`config.mk`:
```
export PLATFORM = sky130hd
export DESIGN_NAME = spi_reg_slave
export DESIGN_NICKNAME = d
export VERILOG_FILES = /design/src/rtl/spi_reg_slave.sv
export SDC_FILE = /design/constraint.sdc
export NUM_CORES = 1
export LEC_CHECK = 0
export ABC_AREA = 1
export BUFFER_PORTS_ARGS = -buffer_cell sky130_fd_sc_hd__buf_2
export CAP_MARGIN = 15
export CELL_PAD_IN_SITES_DETAIL_PLACEMENT = 2
export CELL_PAD_IN_SITES_GLOBAL_PLACEMENT = 2
export CORE_AREA = 2 2 215 111
export CTS_CLUSTER_DIAMETER = 50
export CTS_CLUSTER_SIZE = 20
export DETAILED_ROUTE_END_ITERATION = 10
export DIE_AREA = 0 0 217 113
export MAX_ROUTING_LAYER = met4
export PLACE_DENSITY = 0.56
export SYNTH_ARGS = -nofsm -noshare
export SYNTH_HDL_FRONTEND = slang
export SYNTH_SLANG_ARGS = --single-unit
```
`constraint.sdc`:
```
create_clock -name clk -period 2 [get_ports clk]
set_input_delay 0.4 -clock clk [delete_from_list [all_inputs] [get_ports clk]]
set_output_delay 0.4 -clock clk [all_outputs]
set_load 0.01 [all_outputs]
```
`src/rtl/spi_reg_slave.sv`:
```
// SPI mode-0 register-file responder, oversampled in the system clock domain.
// Define SPI_REG_AUTOINC_EN for burst mode (address increments after each data byte).
`timescale 1ns/1ps
module spi_reg_slave #(
  parameter int ADDR_W = 3
) (
  input  logic              clk,
  input  logic              reset,
  input  logic              CS,
  input  logic              SCLK,
  input  logic              MOSI,
  output logic              MISO,
  input  logic [ADDR_W-1:0] loc_addr,
  output logic [7:0]        loc_rdata,
  output logic              wr_strobe,
  output logic [ADDR_W-1:0] wr_addr,
  output logic [7:0]        wr_data,
  output logic              frame_active
);

  localparam int NREG = 1 << ADDR_W;

  typedef enum logic [1:0] {IDLE, CMD, DATA} state_t;

  state_t            state, state_nxt;
  logic              cs_p0, cs_p1;
  logic              sclk_p0, sclk_p1, sclk_p2;
  logic              mosi_p0, mosi_p1;
  logic              armed;
  logic              sclk_rise, sclk_fall, byte_done;
  logic [2:0]        bit_cnt;
  logic [7:0]        rx_sh, tx_sh, rx_byte;
  logic [ADDR_W-1:0] addr, addr_inc;
  logic              is_write, byte_used;
  logic [7:0]        regfile [NREG];

  assign sclk_rise = sclk_p1 & ~sclk_p2;
  assign sclk_fall = ~sclk_p1 & sclk_p2;
  assign byte_done = sclk_rise && (bit_cnt == 3'd7);
  assign rx_byte   = {rx_sh[6:0], mosi_p1};
  assign addr_inc  = addr + ADDR_W'(1);

  // Pin synchronisers and SCLK edge history. CS syncs reset low so a CS already
  // low at reset release never looks like a fresh frame; armed waits for CS high.
  always_ff @(posedge clk or negedge reset) begin
    if (!reset) begin
      cs_p0   <= 1'b0;
      cs_p1   <= 1'b0;
      sclk_p0 <= 1'b0;
      sclk_p1 <= 1'b0;
      sclk_p2 <= 1'b0;
      mosi_p0 <= 1'b0;
      mosi_p1 <= 1'b0;
      armed   <= 1'b0;
    end else begin
      cs_p0   <= CS;
      cs_p1   <= cs_p0;
      sclk_p0 <= SCLK;
      sclk_p1 <= sclk_p0;
      sclk_p2 <= sclk_p1;
      mosi_p0 <= MOSI;
      mosi_p1 <= mosi_p0;
      if (cs_p1) armed <= 1'b1;
    end
  end

  always_ff @(posedge clk or negedge reset) begin
    if (!reset) state <= IDLE;
    else        state <= state_nxt;
  end

  always_comb begin
    state_nxt = state;
    unique case (state)
      IDLE:    if (armed && !cs_p1) state_nxt = CMD;
      CMD:     if (cs_p1) state_nxt = IDLE;
               else if (byte_done) state_nxt = DATA;
      DATA:    if (cs_p1) state_nxt = IDLE;
      default: state_nxt = IDLE;
    endcase
  end

  // Shift registers, register file and output ports
  always_ff @(posedge clk or negedge reset) begin
    if (!reset) begin
      bit_cnt      <= 3'd0;
      rx_sh        <= 8'd0;
      tx_sh        <= 8'd0;
      addr         <= '0;
      is_write     <= 1'b0;
      byte_used    <= 1'b0;
      MISO         <= 1'b0;
      wr_strobe    <= 1'b0;
      wr_addr      <= '0;
      wr_data      <= 8'd0;
      loc_rdata    <= 8'd0;
      frame_active <= 1'b0;
      for (int i = 0; i < NREG; i++) regfile[i] <= 8'd0;
    end else begin
      wr_strobe    <= 1'b0;
      loc_rdata    <= regfile[loc_addr];
      frame_active <= (state_nxt != IDLE);
      if (cs_p1 || state == IDLE) begin
        bit_cnt   <= 3'd0;
        tx_sh     <= 8'd0;
        MISO      <= 1'b0;
        byte_used <= 1'b0;
      end else begin
        if (sclk_rise) begin
          rx_sh   <= rx_byte;
          bit_cnt <= bit_cnt + 3'd1;
        end
        if (sclk_fall) begin
          MISO  <= tx_sh[7];
          tx_sh <= {tx_sh[6:0], 1'b0};
        end
        if (byte_done) begin
          if (state == CMD) begin
            is_write <= rx_byte[7];
            addr     <= rx_byte[ADDR_W-1:0];
            tx_sh    <= rx_byte[7] ? 8'd0 : regfile[rx_byte[ADDR_W-1:0]];
          end else begin
            if (is_write && !byte_used) begin
              regfile[addr] <= rx_byte;
              wr_strobe     <= 1'b1;
              wr_addr       <= addr;
              wr_data       <= rx_byte;
            end
`ifdef SPI_REG_AUTOINC_EN
            addr  <= addr_inc;
            tx_sh <= is_write ? 8'd0 : regfile[addr_inc];
`else
            // Only the first data byte counts; later bytes shift out zeros.
            byte_used <= 1'b1;
            tx_sh     <= 8'd0;
`endif
          end
        end
      end
    end
  end

endmodule

```
==> flow_metrics.tcl, run 1 <==
set metrics [dict create \
    routedWlPerCell_um 18.2 \
    startpoint_type "register" \
    ioPinCount 30 \
    syn_area_um2 5590 \
    die_w_um 217 \
    postRouteWirelength_um 19700 \
    reg2regPathDepth 7 \
    crit_required_ps 2300 \
    core_area_um2 22500 \
    avgSynthCellArea_um2 7.82 \
    grt_pass1_wl_um 32100 \
    tightest_slew_ps 576 \
    grt_pass1_vias 5530 \
    pwr-share-comb 0.124 \
    critPathArrivalTime_ps 2150 \
    timing.rr.end "frame_active" \
    crit_fanout 8 \
    crit_path_cell_trace "ha_1 -> ha_1 -> nand2_1 -> nor2_1 -> nor2_1 -> inv_1 -> or2_2" \
    synthArstFlopShare 1.00 \
    grt_antenna_before_repair 0 \
    yosys_warnings 0 \
    slew_headroom 0.614 \
    crit_path_top_delay_cell "dfrtp_1" \
    p_int_uw 4810 \
    finalSetupViolCount 0 \
    crit_end "frame_active" \
    p_seq_frac 0.380 \
    path_delay_family "simple AND/OR/NAND/NOR gates" \
    portBuffers 29 \
    drt_iter0_drc 222 \
    p_leak_uw 0.00323 \
    clkSinkCount 119 \
    fmax_mhz 540 \
    vias 5038 \
    worst_setup_path_end_kind "register" \
    cts_made_buffers 17 \
    grtUsageTotal 0.179 \
    final_layout_size_suffix_gt1_frac 0.125 \
    h-tree-depth 4 \
    cts_tree "yes" \
    synth_cell_types 18 \
    drtAntennaViolNets 0 \
    status "finished clean" \
    path_buf_inv 1 \
    insertion_delay_ps 420 \
    worst_hold_slack_ps 80.5 \
    crit_type "reg2reg" \
    grt_max_degree 61 \
    swShare 0.267 \
    root_buffer "clkbuf_16" \
    start_util 0.248 \
    min_period_ps 1850 \
    clkTransAtPathRegs_ps 60 \
    p_switching_uw 1760 \
    critPathMaxStageDelay_ps 390 \
    r2r_start "bit_cnt[0]" \
    synth_seq_area_share 0.533 \
    hold_viol 0 \
    fp.dieH_um 113 \
    slew_viol_final 0 \
    syn_inst 714 \
    diodes 0 \
    die-area_um2 24500 \
    first_pass_iters 4 \
    clockBufferDepth 2 \
    power_density_nw_per_um2 955 \
    ir_drop_v 0.000572 \
    drt_drc_violations_left 0 \
    r2r_setup_slack_ps 150 \
    place_congestion 0.748 \
    num-nets-final 771 \
    synth-seq-cells 119 \
    critical_path.startpoint "bit_cnt[0]" \
    synth_ff_type "dfrtp_1" \
    num_rows 39 \
    finalCritPeriodShare 0.926 \
    cap_viol_max_count 0 \
    post_drt_via_cell_ratio 4.66 \
    synth_edf_count 0 \
    clkPwrFrac 0.496 \
    clock_skew_ps 6.60 \
    rsz0062_at_grt "no" \
    dpl.hpwl_um 13400 \
    area_growth_pct 23.0 \
    finalWorstSetupSlack_ps 148 \
    hold_path_class "in2reg" \
    worst-path-stages 7 \
    overflow 0 \
    syn_nets 724 \
    place_ws_ps -245 \
]
==> synth_stat cells (2+ instances only) <==
cell type / instances / area share
a31oi_1: 8 / 0.0090
clkbuf_1: 25 / 0.017
a21oi_1: 31 / 0.028
inv_1: 69 / 0.046
nand2_1: 225 / 0.15
nand3_1: 53 / 0.047
dfrtp_1: 119 / 0.53
o21ai_0: 119 / 0.11
buf_2: 2 / 0.0018
ha_1: 2 / 0.0045
clkinv_1: 3 / 0.0020
buf_6: 8 / 0.016
nor2_1: 45 / 0.030
==> power by group through the flow <==
stage	Clock (µW)	Combinational, µW	Sequential (µW)
final	3260	816	2500
after global routing	3450	915	2500
after CTS	3330	844	2500
after detailed placement	0	839	2540
after global placement	0	831	2530
after floorplan	0	389	2540
==> area by class of cell <==
class	instances	area, µm²
timing repair buffer	64	475
inverter	72	270
fill	2596	15700
multi-input combinational	487	2150
tap	307	384
clock inverter	9	120
sequential	119	2980
clock buffer	23	498
==> kinds of logic (layout without fill, tap and decap cells) <==
family | after synthesis | count (layout) | share of synthesized area
and+or+nand+nor | 326 | 326 | 0.234
AOI/OAI and AO/OA | 159 | 159 | 0.145
DFF | 119 | 119 | 0.533
buffers and inverters | 108 | 168 | 0.0838
adders and majority gates | 2 | 2 | 0.00448
==> sequential cells by signal, summed over array words and instances (netlist names), 2 cells and up <==
name and flops:
addr 3, bit_cnt 3, loc_rdata 8, regfile 64, rx_sh 7, state 2
tx_sh 8, wr_addr 3, wr_data 8
==> worst min path at each step <==
stage	startpoint	end	slack, ps	cells past startpoint
after floorplan	reset	MISO	100	0
after global placement	reset	wr_data[4]	300	1
after detailed placement	reset	wr_data[4]	300	1
after CTS	CS	cs_p0	60	1
after global routing	MOSI	mosi_p0	60	1
final	CS	cs_p0	80	1
==> cell usage in the layout, fill, tap and decap left out, drive strengths merged, types with 2 or more instances in the layout <==
master	Yosys	routed
nand2	225	225
dfrtp	119	119
o21ai	119	119
inv	69	69
buf	11	63
nand3	53	53
nor2	45	45
a21oi	31	31
clkbuf	25	23
clkinv	3	9
a31oi	8	8
bufinv	0	3
ha	2	2
nor3	2	2
==> routing by layer <==
| layer | wire [µm] | vias to the layer above | global-route usage |
|---|---|---|---|
| li1 | - | 2372 | - |
| met3 | 531 | 13 | 0.0382 |
| met1 | 9510 | 2595 | 0.230 |
| met5 | 0 | - | - |
| met4 | 155 | 0 | 0.0393 |
| met2 | 9460 | 58 | 0.291 |
==> metrics by stage <==
step / TNS [ps] / total power (µW) / area [µm²] / cells / utilization
6_report: 0 / 6570 / 6870 / 1081 / 0.305
5_1_grt: 0 / 6870 / 6870 / 1081 / 0.305
4_1_cts: 0 / 6670 / 6850 / 1080 / 0.304
3_5_place_dp: -916 / 3380 / 6220 / 1047 / 0.276
3_3_place_gp: -969 / 3370 / 6220 / 1047 / 0.276
2_1_floorplan: 0 / 2920 / 5590 / 714 / -
==> worst register-to-register path, stage by stage, from the launching register on <==
cell	delay, ps
dfrtp_1	390
ha_1	200
ha_1	170
nand2_1	270
nor2_1	220
nor2_1	140
inv_1	60
or2_2	290
==> timing repair <==
item	4_1_cts	5_1_grt
hold buffers	1	0
buffers inserted	0	1
endpoints found under the hold margin	16	0
resized for setup	1	1
setup endpoints to repair	6	60
(Power assumes the default switching activity.)
==> run 2, diff against run 1 <==
==> config.mk (replaced) <==
export PLATFORM = sky130hd
export DESIGN_NAME = spi_reg_slave
export DESIGN_NICKNAME = d
export VERILOG_FILES = /design/src/rtl/spi_reg_slave.sv
export SDC_FILE = /design/constraint.sdc
export NUM_CORES = 1
export LEC_CHECK = 0
export ABC_AREA = 1
export CAP_MARGIN = 15
export CELL_PAD_IN_SITES_DETAIL_PLACEMENT = 2
export CELL_PAD_IN_SITES_GLOBAL_PLACEMENT = 2
export CORE_AREA = 2 2 173 90
export CTS_BUF_LIST = sky130_fd_sc_hd__clkbuf_8
export CTS_CLUSTER_DIAMETER = 50
export CTS_CLUSTER_SIZE = 20
export DETAILED_ROUTE_END_ITERATION = 10
export DIE_AREA = 0 0 175 92
export DONT_BUFFER_PORTS = 1
export MAX_ROUTING_LAYER = met4
export PLACE_DENSITY = 0.79
export SYNTH_ARGS = -nofsm -noshare
export SYNTH_HDL_FRONTEND = slang
export SYNTH_SLANG_ARGS = --single-unit
==> flow_metrics.tcl, run 2 (synthesis results as in run 1) <==
set metrics [dict create \
    status "finished with violations" \
    violations "hold timing" \
    grt_pass1_vias 5730 \
    clkTransAtPathRegs_ps 70 \
    drtAntennaViolNets 0 \
    finalSetupViolCount 0 \
    fin_cells 939 \
    critPathMaxStageDelay_ps 370 \
    ir_drop_v 0.000596 \
    post_drt_via_cell_ratio 5.35 \
    postRouteWirelength_um 20000 \
    r2r_setup_slack_ps 170 \
    die_w_um 175 \
    crit_fanout 16 \
    diodes 0 \
    finalCritPeriodShare 0.914 \
    root_buffer "clkbuf_8" \
    cts_tree "yes" \
    drt_iter0_drc 308 \
    slew_headroom 0.509 \
    clock_skew_ps 14.2 \
    vias 5021 \
    total_power_uw 5730 \
    grt_max_degree 120 \
    crit_path_top_delay_cell "dfrtp_1" \
    dpl.hpwl_um 13000 \
    h-tree-depth 4 \
    finalWorstSetupSlack_ps 173 \
    insertion_delay_ps 450 \
    overflow 0 \
    reg2regPathDepth 9 \
    place_congestion 0.802 \
    critPathArrivalTime_ps 2120 \
    final_cell_mix "nand2_1 (224), dfrtp_1 (119), o21ai_0 (119)" \
    ioPinCount 30 \
    drt_drc_violations_left 0 \
    timing.rr.end "regfile[30]" \
    tns_ps 0 \
    clkSinkCount 119 \
    crit_type "reg2reg" \
    crit_path_cell_trace "ha_1 -> ha_1 -> nand2_2 -> nor3_4 -> buf_12 -> nand2_1 -> buf_4 -> nand2_1 -> o21ai_0" \
    hold_path_class "in2async" \
    path_buf_inv 2 \
    p_leak_uw 0.00296 \
    final_common_cell "nand2_1" \
    core_area_um2 14900 \
    tightest_slew_ps 736 \
    num-nets-final 734 \
    r2r_start "bit_cnt[0]" \
    power_density_nw_per_um2 904 \
    grt_pass1_wl_um 32600 \
    worst_hold_slack_ps -360 \
    die-area_um2 16100 \
    grtUsageTotal 0.276 \
    area_growth_pct 13.4 \
    final_layout_size_suffix_gt1_frac 0.0803 \
    clockBufferDepth 2 \
    min_period_ps 1830 \
    cap_viol_max_count 0 \
    cts_made_buffers 17 \
    startpoint_type "register" \
    routedWlPerCell_um 21.3 \
    dpl.cell_count 905 \
    start_util 0.376 \
    hold_buffers 3 \
    crit_required_ps 2290 \
    worst_setup_path_end_kind "register" \
    path_delay_family "simple AND/OR/NAND/NOR gates" \
    fp.dieH_um 92 \
    slew_viol_final 0 \
    largest_register_ffs 64 \
    num_rows 32 \
    rsz0062_at_grt "no" \
    grt_antenna_before_repair 0 \
    fmax_mhz 547 \
    regMostFlops "regfile" \
    hold_viol 119 \
    first_pass_iters 4 \
    place_ws_ps 34.2 \
    portBuffers 0 \
]
## run 2: worst max path at each step
stage	from	to	slack, ps	depth (start not counted)
final	bit_cnt[0]	regfile[30]	170	9
after detailed placement	sclk_p2	regfile[28]	30	6
after global routing	bit_cnt[0]	regfile[30]	50	9
after global placement	sclk_p2	regfile[46]	180	7
after CTS	sclk_p1	regfile[28]	40	8
after floorplan	bit_cnt[0]	frame_active	310	8
## run 2: metrics by stage
stage | utilization | cell area [µm²] | hold slack (ps)
3_5_place_dp | 0.392 | 5830 | 106
5_1_grt | 0.427 | 6340 | -380
4_1_cts | 0.426 | 6320 | -380
2_1_floorplan | - | 5590 | 104
6_report | 0.427 | 6340 | -360
3_3_place_gp | 0.392 | 5830 | 107
## run 2: cell type report
type | instances | area, µm²
clock buffer | 19 | 262
timing repair buffer | 27 | 235
clock inverter | 11 | 181
tap | 204 | 255
inverter | 72 | 278
multi-input combinational | 487 | 2150
fill | 1706 | 8520
sequential | 119 | 2980
## run 2: per-layer routing
metal,global-route usage,vias up,part of all wire
met3,0.0551,16,0.046
li1,-,2298,-
met4,0.0563,0,0.0089
met1,0.369,2607,0.47
met2,0.441,100,0.47
met5,-,-,0
## run 2: timing repair
action                                  in CTS  in global routing
endpoints found under the hold margin      122                119
pin swaps                                    1                  0
endpoints found under the setup margin      13                 78
gates resized for setup                      0                  5
setup buffers                                1                  0
## run 2: power by group
| part | internal, µW | switching, µW |
|---|---|---|
| Clock | 1520 | 1010 |
| Combinational | 188 | 500 |
| Sequential | 2460 | 44.5 |
| Total | 4170 | 1560 |
==> run 3, diff against run 2 <==
--- a/config.mk
+++ b/config.mk
@@ -9,15 +9,14 @@
 export CAP_MARGIN = 15
 export CELL_PAD_IN_SITES_DETAIL_PLACEMENT = 2
 export CELL_PAD_IN_SITES_GLOBAL_PLACEMENT = 2
-export CORE_AREA = 2 2 173 90
-export CTS_BUF_LIST = sky130_fd_sc_hd__clkbuf_8
-export CTS_CLUSTER_DIAMETER = 50
+export CORE_AREA = 2 2 175 91
+export CTS_CLUSTER_DIAMETER = 40
 export CTS_CLUSTER_SIZE = 20
 export DETAILED_ROUTE_END_ITERATION = 10
-export DIE_AREA = 0 0 175 92
+export DIE_AREA = 0 0 177 93
 export DONT_BUFFER_PORTS = 1
 export MAX_ROUTING_LAYER = met4
-export PLACE_DENSITY = 0.79
+export PLACE_DENSITY = 0.77
 export SYNTH_ARGS = -nofsm -noshare
 export SYNTH_HDL_FRONTEND = slang
 export SYNTH_SLANG_ARGS = --single-unit
==> flow_metrics.tcl, run 3 (synthesis results as in run 1) <==
set metrics [dict create \
    reg2regPathDepth 9 \
    grt_pass1_wl_um 32400 \
    hold_path_class "in2async" \
    root_buffer "clkbuf_16" \
    area_growth_pct 17.3 \
    fp.dieH_um 93 \
    grt_antenna_before_repair 0 \
    power_density_nw_per_um2 989 \
    cap_viol_max_count 0 \
    drtAntennaViolNets 0 \
    dpl.cell_count 910 \
    place_congestion 0.794 \
    p_leak_uw 0.00306 \
    p_switching_uw 1820 \
    postRouteWirelength_um 19800 \
    top_layer_used "met4" \
    tns_ps 0 \
    ir_drop_v 0.000497 \
    cts_tree "yes" \
    core_area_um2 15000 \
    dr_wl_met3_um 603 \
    regMostFlops "regfile" \
    num_rows 32 \
    insertion_delay_ps 420 \
    num-nets-final 739 \
    clock_skew_ps 13.5 \
    start_util 0.372 \
    cts_made_buffers 17 \
    die_w_um 177 \
    p_int_uw 4660 \
    worst_hold_slack_ps -330 \
    final_cell_mix "nand2_1 (224), dfrtp_1 (119), o21ai_0 (118)" \
    fin_cells 946 \
    ioPinCount 30 \
    vias 5036 \
    routedWlPerCell_um 21.0 \
    pwr-share-comb 0.109 \
    status "finished with violations" \
    grt_pass1_vias 5693 \
    fmax_mhz 544 \
    diodes 0 \
    hold_viol 119 \
    final_common_cell "nand2_1" \
    clkPwrFrac 0.502 \
    wl_met2_um 9130 \
    grtUsageTotal 0.270 \
    finalSetupViolCount 0 \
    finalCritPeriodShare 0.919 \
    portBuffers 0 \
    drt_iter0_drc 275 \
    min_period_ps 1840 \
    slew_viol_final 0 \
    final_layout_size_suffix_gt1_frac 0.0876 \
    rsz0062_at_grt "no" \
    grt_max_degree 120 \
    clkSinkCount 119 \
    first_pass_iters 4 \
    dpl.hpwl_um 13300 \
    wl_met1_um 9730 \
    overflow 0 \
    p_seq_frac 0.389 \
    critPathArrivalTime_ps 2100 \
    worst_setup_path_end_kind "register" \
    nFillCells 1700 \
    h-tree-depth 4 \
    post_drt_via_cell_ratio 5.32 \
    clkTransAtPathRegs_ps 60 \
    swShare 0.280 \
    die-area_um2 16500 \
    crit_fanout 16 \
    violations "hold timing" \
    crit_type "reg2reg" \
    largest_register_ffs 64 \
    crit_required_ps 2270 \
    tightest_slew_ps 699 \
    drt_drc_violations_left 0 \
    clockBufferDepth 2 \
    slew_headroom 0.533 \
    startpoint_type "register" \
]
-- run 3: final cells by class --
cell class | instances | area (µm²) | share of cell area
clock inverter | 14 | 186 | 0.0285
inverter | 72 | 270 | 0.0412
multi-input combinational | 487 | 2150 | 0.328
tap | 204 | 255 | 0.0390
clock buffer | 18 | 429 | 0.0655
sequential | 119 | 2980 | 0.454
timing repair buffer | 32 | 285 | 0.0435
-- run 3: repair_timing --
item	CTS	global route
gates resized for setup	0	4
pin swaps	1	0
hold endpoints to repair	119	122
endpoints found under the setup margin	3	82
setup buffers	1	0
-- run 3: path summary, 6_finish.rpt --
| path | from | slack (ps) | end |
|---|---|---|---|
| max | bit_cnt[0] | 160 | regfile[19] |
| min | reset | -330 | wr_data[5] |
| max reg2reg | bit_cnt[0] | 160 | regfile[19] |
| min reg2reg | mosi_p0 | 350 | mosi_p1 |
| max in group asynchronous | reset | 2180 | regfile[37] |
| min in group clk | loc_addr[1] | 190 | loc_rdata[5] |
-- run 3: routing by layer --
| layer | global-route usage | vias up |
|---|---|---|
| met5 | - | - |
| met4 | 0.0868 | 0 |
| met3 | 0.0455 | 29 |
| met2 | 0.425 | 86 |
| met1 | 0.359 | 2606 |
| li1 | - | 2315 |
-- run 3: through the flow --
step,total power [µW],utilization,area [µm²],worst slack [ps]
after floorplan,2920,-,5590,310
after global placement,3230,0.392,5880,230
after detailed placement,3250,0.392,5880,61.1
after CTS,6510,0.434,6520,44.9
after global routing,6710,0.436,6550,21.6
final,6480,0.436,6550,162
-- run 3: worst max-delay path, stage by stage, from the launching register on --
cell	delay, ps
dfrtp_1	390
ha_1	170
ha_1	160
nand2_2	140
nor3_4	240
buf_12	150
nand2_1	50
buf_4	190
nand2_1	90
o21ai_0	90
-- run 3: power groups by stage --
stage               Clock (µW)  Sequential (µW)  Combinational [µW]
finish                    3250             2520                 709
global route              3420             2530                 768
CTS                       3280             2520                 703
detailed placement           0             2560                 690
global placement             0             2560                 670
floorplan                    0             2540                 389
